<file path="config.mk">
export PLATFORM = sky130hd
export DESIGN_NAME = vga_sync_gen
export DESIGN_NICKNAME = d
export VERILOG_FILES = /design/src/rtl/vga_sync_gen.sv
export SDC_FILE = /design/constraint.sdc
export NUM_CORES = 1
export LEC_CHECK = 0
export CORE_MARGIN = 2
export CORE_UTILIZATION = 40
export DETAILED_ROUTE_END_ITERATION = 10
export RECOVER_POWER = 100
export SLEW_MARGIN = 15
export SYNTH_ARGS = -nofsm -noshare
export SYNTH_HDL_FRONTEND = slang
export SYNTH_SLANG_ARGS = --single-unit
export TNS_END_PERCENT = 100
</file>
<file path="constraint.sdc">
create_clock -name PIX_CLK -period 2.4 [get_ports PIX_CLK]
set_input_delay 0.36 -clock PIX_CLK [delete_from_list [all_inputs] [get_ports PIX_CLK]]
set_output_delay 0.36 -clock PIX_CLK [all_outputs]
set_load 0.01 [all_outputs]
</file>
<file path="src/rtl/vga_sync_gen.sv">
// Free-running VGA raster timing generator: wrapping pixel/line counters with
// registered HSYNC/VSYNC and one-cycle line/frame start pulses.
module vga_sync_gen #(
    parameter int H_RES     = 1024,
    parameter int H_FP      = 24,
    parameter int H_SYNC    = 136,
    parameter int H_BP      = 160,
    parameter int V_RES     = 768,
    parameter int V_FP      = 3,
    parameter int V_SYNC    = 6,
    parameter int V_BP      = 29,
    parameter int HSYNC_POL = 0,
    parameter int VSYNC_POL = 0
) (
    input  logic        PIX_CLK,
    input  logic        RST_N,
    input  logic        EN,
    output logic [11:0] HORIZONTAL,
    output logic [11:0] VERTICAL,
    output logic        HSYNC,
    output logic        VSYNC,
    output logic        LINE_START,
    output logic        FRAME_START
);

    localparam int H_TOTAL = H_RES + H_FP + H_SYNC + H_BP;
    localparam int V_TOTAL = V_RES + V_FP + V_SYNC + V_BP;

    localparam logic [11:0] H_MAX    = 12'(H_TOTAL - 1);
    localparam logic [11:0] V_MAX    = 12'(V_TOTAL - 1);
    localparam logic [11:0] HS_FIRST = 12'(H_RES + H_FP);
    localparam logic [11:0] HS_LAST  = 12'(H_RES + H_FP + H_SYNC - 1);
    localparam logic [11:0] VS_FIRST = 12'(V_RES + V_FP);
    localparam logic [11:0] VS_LAST  = 12'(V_RES + V_FP + V_SYNC - 1);
    localparam logic        HS_ACT   = (HSYNC_POL != 0);
    localparam logic        VS_ACT   = (VSYNC_POL != 0);

    generate
        if (H_TOTAL > 4096 || V_TOTAL > 4096) begin : g_total_check
            $error("vga_sync_gen: H_TOTAL and V_TOTAL must not exceed 4096");
        end
    endgenerate

    logic        h_wrap;
    logic        v_wrap;
    logic [11:0] h_next;
    logic [11:0] v_next;
    logic        hs_next;
    logic        vs_next;

    // Syncs are decoded from the next counter values so they register in the
    // same cycle as the position they belong to.
    always_comb begin
        h_wrap = (HORIZONTAL == H_MAX);
        v_wrap = (VERTICAL == V_MAX);
        h_next = h_wrap ? 12'd0 : HORIZONTAL + 12'd1;
        v_next = VERTICAL;
        if (h_wrap) begin
            v_next = v_wrap ? 12'd0 : VERTICAL + 12'd1;
        end
        hs_next = (h_next >= HS_FIRST && h_next <= HS_LAST) ? HS_ACT : ~HS_ACT;
        vs_next = (v_next >= VS_FIRST && v_next <= VS_LAST) ? VS_ACT : ~VS_ACT;
    end

    // NOTE: state registers use non-blocking assignments so every flop samples
    // the pre-edge values, independent of statement order.
    always_ff @(posedge PIX_CLK or negedge RST_N) begin
        if (!RST_N) begin
            HORIZONTAL  <= 12'd0;
            VERTICAL    <= 12'd0;
            HSYNC       <= ~HS_ACT;
            VSYNC       <= ~VS_ACT;
            LINE_START  <= 1'b0;
            FRAME_START <= 1'b0;
        end else if (EN) begin
            HORIZONTAL  <= h_next;
            VERTICAL    <= v_next;
            HSYNC       <= hs_next;
            VSYNC       <= vs_next;
            LINE_START  <= h_wrap;
            FRAME_START <= h_wrap && v_wrap;
        end else begin
            // Pulses drop while stalled and are not replayed on re-enable.
            LINE_START  <= 1'b0;
            FRAME_START <= 1'b0;
        end
    end

endmodule

</file>
==> results of run 1 <==
-- final cells by class --
cell class	count	area, um2
well taps	52	65.1
clock buffers	3	41.3
inverters	5	18.8
repair buffers	51	443
flip-flops and latches	28	703
fillers	419	2070
multi-input cells	171	1070
-- Yosys cell counts (all sizes together), types with 5 or more instances --
cell	count	share of area
xnor2	12	0.056
o21ai	20	0.054
nor2	20	0.040
nand2b	5	0.017
nand2	22	0.044
dfrtp	26	0.35
inv	5	0.010
nand3	8	0.021
a21oi	8	0.021
clkbuf	10	0.020
and3	10	0.034
nand4	5	0.017
o31ai	5	0.020
-- path summary, 6_finish.rpt --
kind	from	depth (start not counted)	end	slack, ns
worst max-delay path	VERTICAL[6]	7	VSYNC	0.19
max in group asynchronous	RST_N	2	HORIZONTAL[6]	0.52
worst min register to register	HSYNC	2	HSYNC	0.50
worst min-delay path	HSYNC	2	HSYNC	0.50
min in group asynchronous	RST_N	2	HORIZONTAL[10]	0.98
worst max register to register	VERTICAL[6]	7	VSYNC	0.19
-- state kept, by name, indices dropped and copies added, names as in the netlist --
| signal | flops |
|---|---|
| HORIZONTAL | 12 |
| LINE_START | 1 |
| VERTICAL | 12 |
| FRAME_START | 1 |
| HSYNC | 1 |
| VSYNC | 1 |
-- metal layers --
| layer | GRT usage | vias to the layer above | share of wire |
|---|---|---|---|
| li1 | - | 864 | - |
| met1 | 0.286 | 807 | 0.52 |
| met2 | 0.267 | 42 | 0.42 |
| met3 | 0.0208 | 5 | 0.048 |
| met4 | 0.0524 | 0 | 0.012 |
| met5 | 0 | - | 0 |
-- stage by stage --
stage,util,worst slack (ns),instances,power (W),area [um2]
3_3_place_gp,0.527,0.294,307,0.000935,2330
4_1_cts,0.537,0.216,310,0.00120,2370
2_1_floorplan,-,0.300,218,0.000779,1870
6_report,0.531,0.186,310,0.00116,2340
5_1_grt,0.531,0.0348,310,0.00125,2340
3_5_place_dp,0.527,0.244,307,0.000934,2330
-- logic make-up after synthesis --
kind of cell             Yosys count  synth area share
buffers and inverters             19            0.0423
XOR/XNOR                          15            0.0704
AND/OR/NAND/NOR                   94             0.278
AO/OA/AOI/OAI                     54             0.184
flip-flops                        28             0.377
adder cells (fa/ha/maj)            4            0.0268
multiplexers                       4            0.0215
-- power breakdown --
group | total [W] | internal [W] | switching [W] | leakage, nW
sequential | 0.000598 | 0.000525 | 0.0000728 | 0.365
combinational | 0.000301 | 0.000164 | 0.000136 | 0.674
clock | 0.000263 | 0.000113 | 0.000150 | 0.0216
-- worst max-delay path: cells and delay by family (launching register included) --
kind,cells,cell delay (ns)
mux,1,0.07
compound gates,3,0.42
simple gates,2,1.04
flops,1,0.39
buf+inv,1,0.23
==> results.txt, run 1 <==
Yosys warnings = 0
worst min-delay path class = reg2reg
startpoint types = register
failing checks = max-capacitance violations, max-slew violations
hold buffer count at cts = 0
ratio of cells with drive above 1 in the final layout = 0.0969
via count = 1718
Cell Pwr Density = 495 nW/um2
gr ovfl total = 0
routed wire length = 4.40 mm
TritonCTS clock tree = done
CTS H-tree depth = 1
Max Cap Violations = 1
Mapped Area = 1870 um2
first-pass GRT wire length = 7.65 mm
CP Cell Sequence = or4b_1 > nor4_4 > buf_4 > mux2i_1 > a21oi_1 > a211oi_2 > a31oi_1
CTS sink cnt = 28
worst vdd ir = 351 uV
# port buffers = 30
Syn Area/Cell = 8.56 um2
Worst-Margin Slew = 1.54 ns
Syn Inst Count = 218
drt drc = 0
routed vias/inst = 5.54
most frequent cells in the layout = 30 x dlygate4sd3_1, 26 x dfrtp_1, 22 x nand2_1
Pleak = 1.06 nW
final setup TNS = 0 ns
commonest non-fill, non-tap cell in the layout = dlygate4sd3_1
initial DRC count = 134
Synth Register Bits = 28
number of routed nets with antenna violations = 0
DRT Pass-1 Iters = 4
fmax = 0.452 GHz
Root Buffer = clkbuf_8
Max clock buf depth = 2
number of distinct library cells after synthesis = 42
count of pins over their slew limit = 29
final hold viol count = 0
DP HPWL = 3.23 mm
WP data required = 2.61 ns
area of the core = 4410 um2
gr usage total = 0.184
status = finished with violations
initial core utilization = 0.423
clock latency on the worst-skew pair = 0.28 ns
wire per inst = 14.2 um
worst rel slew slack = -0.0295
unrepaired setup endpoints after global routing = false
register area share after synthesis = 0.377
CP Class = reg2reg
row count = 24
number of enable flip-flop cells after synthesis = 0
Gates resized, CTS repair = 0
Hold Slack = 0.499 ns
clock buffer count from CTS = 3
pin count of the biggest net entering global routing = 29
Final setup viols = 0
Area Growth Syn to Fin = 25.7%
Crit. End Element = register
ANT cells = 0
Synthesized Nets = 225
Worst Path Max Fanout = 7
crit-path max cell delay = 0.58 ns
ys async rst share = 1.00
num ports = 31
gpl congestion = 0.871
Main synth FF type = dfrtp_1
die area = 5230 um2
fin crit share = 0.922
Die W = 72.3 um
slowest CP cell = or4b_1
Final #Nets = 267
vias in the first global route = 1579
Reg clk slew, reported paths = 0.10 ns
buffer count from post-CTS setup fixing = 0
crit path DAT = 2.42 ns
worst clock skew = 0.00349 ns
initial antenna violation count = 0
Die H = 72.3 um
final critical-path required period = 2.21 ns
Power figures use the tool's default switching activity.
==> run 2, diff against run 1 <==
--- a/config.mk
+++ b/config.mk
@@ -5,9 +5,12 @@
 export SDC_FILE = /design/constraint.sdc
 export NUM_CORES = 1
 export LEC_CHECK = 0
+export CELL_PAD_IN_SITES_DETAIL_PLACEMENT = 0
+export CELL_PAD_IN_SITES_GLOBAL_PLACEMENT = 2
 export CORE_MARGIN = 2
-export CORE_UTILIZATION = 40
+export CORE_UTILIZATION = 32
 export DETAILED_ROUTE_END_ITERATION = 10
+export PLACE_DENSITY_LB_ADDON = 0.1
 export RECOVER_POWER = 100
 export SLEW_MARGIN = 15
 export SYNTH_ARGS = -nofsm -noshare
==> results.txt, run 2 (synthesis results as in run 1) <==
initial DRC count = 94 (-30%)
worst vdd ir = 274 uV (-22%)
final setup TNS = 0 ns (unchanged)
gr ovfl total = 0 (unchanged)
placed cell count = 326 (+6.2%)
count of pins over their slew limit = 29 (unchanged)
WP data required = 2.61 ns (about the same)
startpoint types = register
Worst Path Max Fanout = 7 (unchanged)
Worst-Margin Slew = 1.62 ns (+0.0776 ns)
vias in the first global route = 1674 (+6.0%)
CTS H-tree depth = 1 (unchanged)
pin count of the biggest net entering global routing = 29 (unchanged)
worst clock skew = 0.00230 ns (-0.00119 ns)
Crit. End Element = register
Max clock buf depth = 2 (unchanged)
first-pass GRT wire length = 8.49 mm (+11%)
DRT Pass-1 Iters = 4 (unchanged)
gpl congestion = 0.798 (-8.5%)
crit path DAT = 2.37 ns (-0.05 ns)
gr usage total = 0.167 (-0.0168)
post-route non-filler standard cell count = 330 (+6.5%)
Die H = 80.4 um (+11%)
DP HPWL = 3.58 mm (+11%)
status = finished with violations
failing checks = max-capacitance violations, max-slew violations
drt drc = 0 (unchanged)
clock latency on the worst-skew pair = 0.27 ns (about the same)
most frequent cells in the layout = 30 x dlygate4sd3_1, 26 x dfrtp_1, 22 x nand2_1
ratio of cells with drive above 1 in the final layout = 0.112 (+0.0155)
CP Class = reg2reg
area of the core = 5570 um2 (+26%)
Max Cap Violations = 1 (unchanged)
slowest CP cell = or4b_4
Area after DPL = 2350 um2 (+0.75%)
die area = 6460 um2 (+24%)
initial core utilization = 0.335 (-0.0879)
hold path cells = 2 (unchanged)
fmax = 0.462 GHz (+2.3%)
final hold viol count = 0 (unchanged)
clock buffer count from CTS = 3 (unchanged)
fin crit share = 0.902 (-0.0203)
worst min-delay path class = reg2reg
fillers = 591 (+41%)
worst rel slew slack = -0.0812 (-0.0517)
initial antenna violation count = 0 (unchanged)
num ports = 31 (unchanged)
design area = 2390 um2 (+1.9%)
TritonCTS clock tree = done
Final Util = 0.429 (-0.103)
Pleak = 1.07 nW (+1.1%)
Reg clk slew, reported paths = 0.10 ns (about the same)
routed vias/inst = 5.28 (-4.6%)
largest registers = HORIZONTAL: 12 flops, VERTICAL: 12 flops
commonest non-fill, non-tap cell in the layout = dlygate4sd3_1
routed wire length = 4.93 mm (+12%)
final critical-path required period = 2.16 ns (-0.0487 ns)
wire per inst = 14.9 um (+5.2%)
hold buffer count at cts = 0 (unchanged)
# port buffers = 30 (unchanged)
Root Buffer = clkbuf_8
Register-to-Register Path Depth = 7 (unchanged)
Final #Nets = 266 (-0.37%)
Final setup viols = 0 (unchanged)
ANT cells = 0 (unchanged)
number of routed nets with antenna violations = 0 (unchanged)
Die W = 80.4 um (+11%)
CP Cell Sequence = or4b_4 > nor4_4 > buf_4 > mux2i_1 > a21oi_1 > a211oi_2 > a31oi_1
Cell Pwr Density = 511 nW/um2 (+3.3%)
row count = 27 (+13%)
CTS sink cnt = 28 (unchanged)
Area Growth Syn to Fin = 28.0%
unrepaired setup endpoints after global routing = false
via count = 1744 (+1.5%)
crit-path max cell delay = 0.51 ns (-0.07 ns)
-- run 2: changes by cell type in the layout (fill, tap and decap cells not counted) --
cell,delta
clkbuf_1,-1
clkbuf_8,+1
or4b_1,-1
nor4b_2,+1
or4b_4,+1
and4_2,+1
nor4b_1,-1
buf_4,-1
clkbuf_2,+1
and4_1,-1
-- run 2: critical path: cells and delay by family, from the launching register on --
| kind | cells | cell delay [ns] |
|---|---|---|
| AOI/OAI and AO/OA | 3 | 0.45 |
| buffers and inverters | 1 | 0.22 |
| DFF | 1 | 0.43 |
| muxes | 1 | 0.07 |
| and+or+nand+nor | 2 | 0.92 |
-- run 2: what timing repair did --
action	CTS	global route
gates resized for setup	0	1
setup endpoints to repair	0	2
buffers inserted	0	0
-- run 2: final cells by class --
cell class              instances  area (um2)  share of cell area
well taps                      72        90.1              0.0377
clock buffers                   4        55.1              0.0230
multi-input cells             171        1080               0.454
flip-flops and latches         28         703               0.294
inverters                       5        18.8             0.00786
repair buffers                 50         437               0.183
-- run 2: report_power, final --
group | total (W) | internal, W | switching [W] | leakage (nW)
Combinational | 0.000335 | 0.000174 | 0.000162 | 0.678
Clock | 0.000300 | 0.000147 | 0.000153 | 0.0288
Sequential | 0.000587 | 0.000525 | 0.0000612 | 0.365
Total | 0.00122 | 0.000846 | 0.000376 | 1.07
-- run 2: per-stage QoR --
step                      total power [W]  worst slack [ns]  hold slack (ns)
after global placement           0.000953             0.236            0.488
after global routing              0.00131            0.0723            0.528
after floorplan                  0.000779             0.300           0.0644
after CTS                         0.00126             0.158            0.479
final                             0.00122             0.235            0.498
after detailed placement         0.000955             0.179            0.486
-- run 2: final timing paths --
path                               from            end  slack (ns)
min in group asynchronous         RST_N    VERTICAL[2]        1.02
max in group asynchronous         RST_N  HORIZONTAL[2]        0.45
setup reg to reg           VERTICAL[11]          VSYNC        0.24
hold reg to reg                   VSYNC          VSYNC        0.50
setup / recovery           VERTICAL[11]          VSYNC        0.24
hold / removal                    VSYNC          VSYNC        0.50
-- run 2: metal layers --
layer	global-route usage	wire [um]	up-vias
met5	0	0	-
met4	0.0424	37	0
met3	0.0213	294	6
met2	0.238	2100	53
met1	0.261	2490	821
li1	-	-	864
==> run 3, diff against run 2 <==
--- a/config.mk
+++ b/config.mk
@@ -12,7 +12,7 @@
 export DETAILED_ROUTE_END_ITERATION = 10
 export PLACE_DENSITY_LB_ADDON = 0.1
 export RECOVER_POWER = 100
-export SLEW_MARGIN = 15
+export SLEW_MARGIN = 40
 export SYNTH_ARGS = -nofsm -noshare
 export SYNTH_HDL_FRONTEND = slang
 export SYNTH_SLANG_ARGS = --single-unit
==> results of run 3 <==
Same layout as run 2: the final DEF is identical, and so are final timing and power.
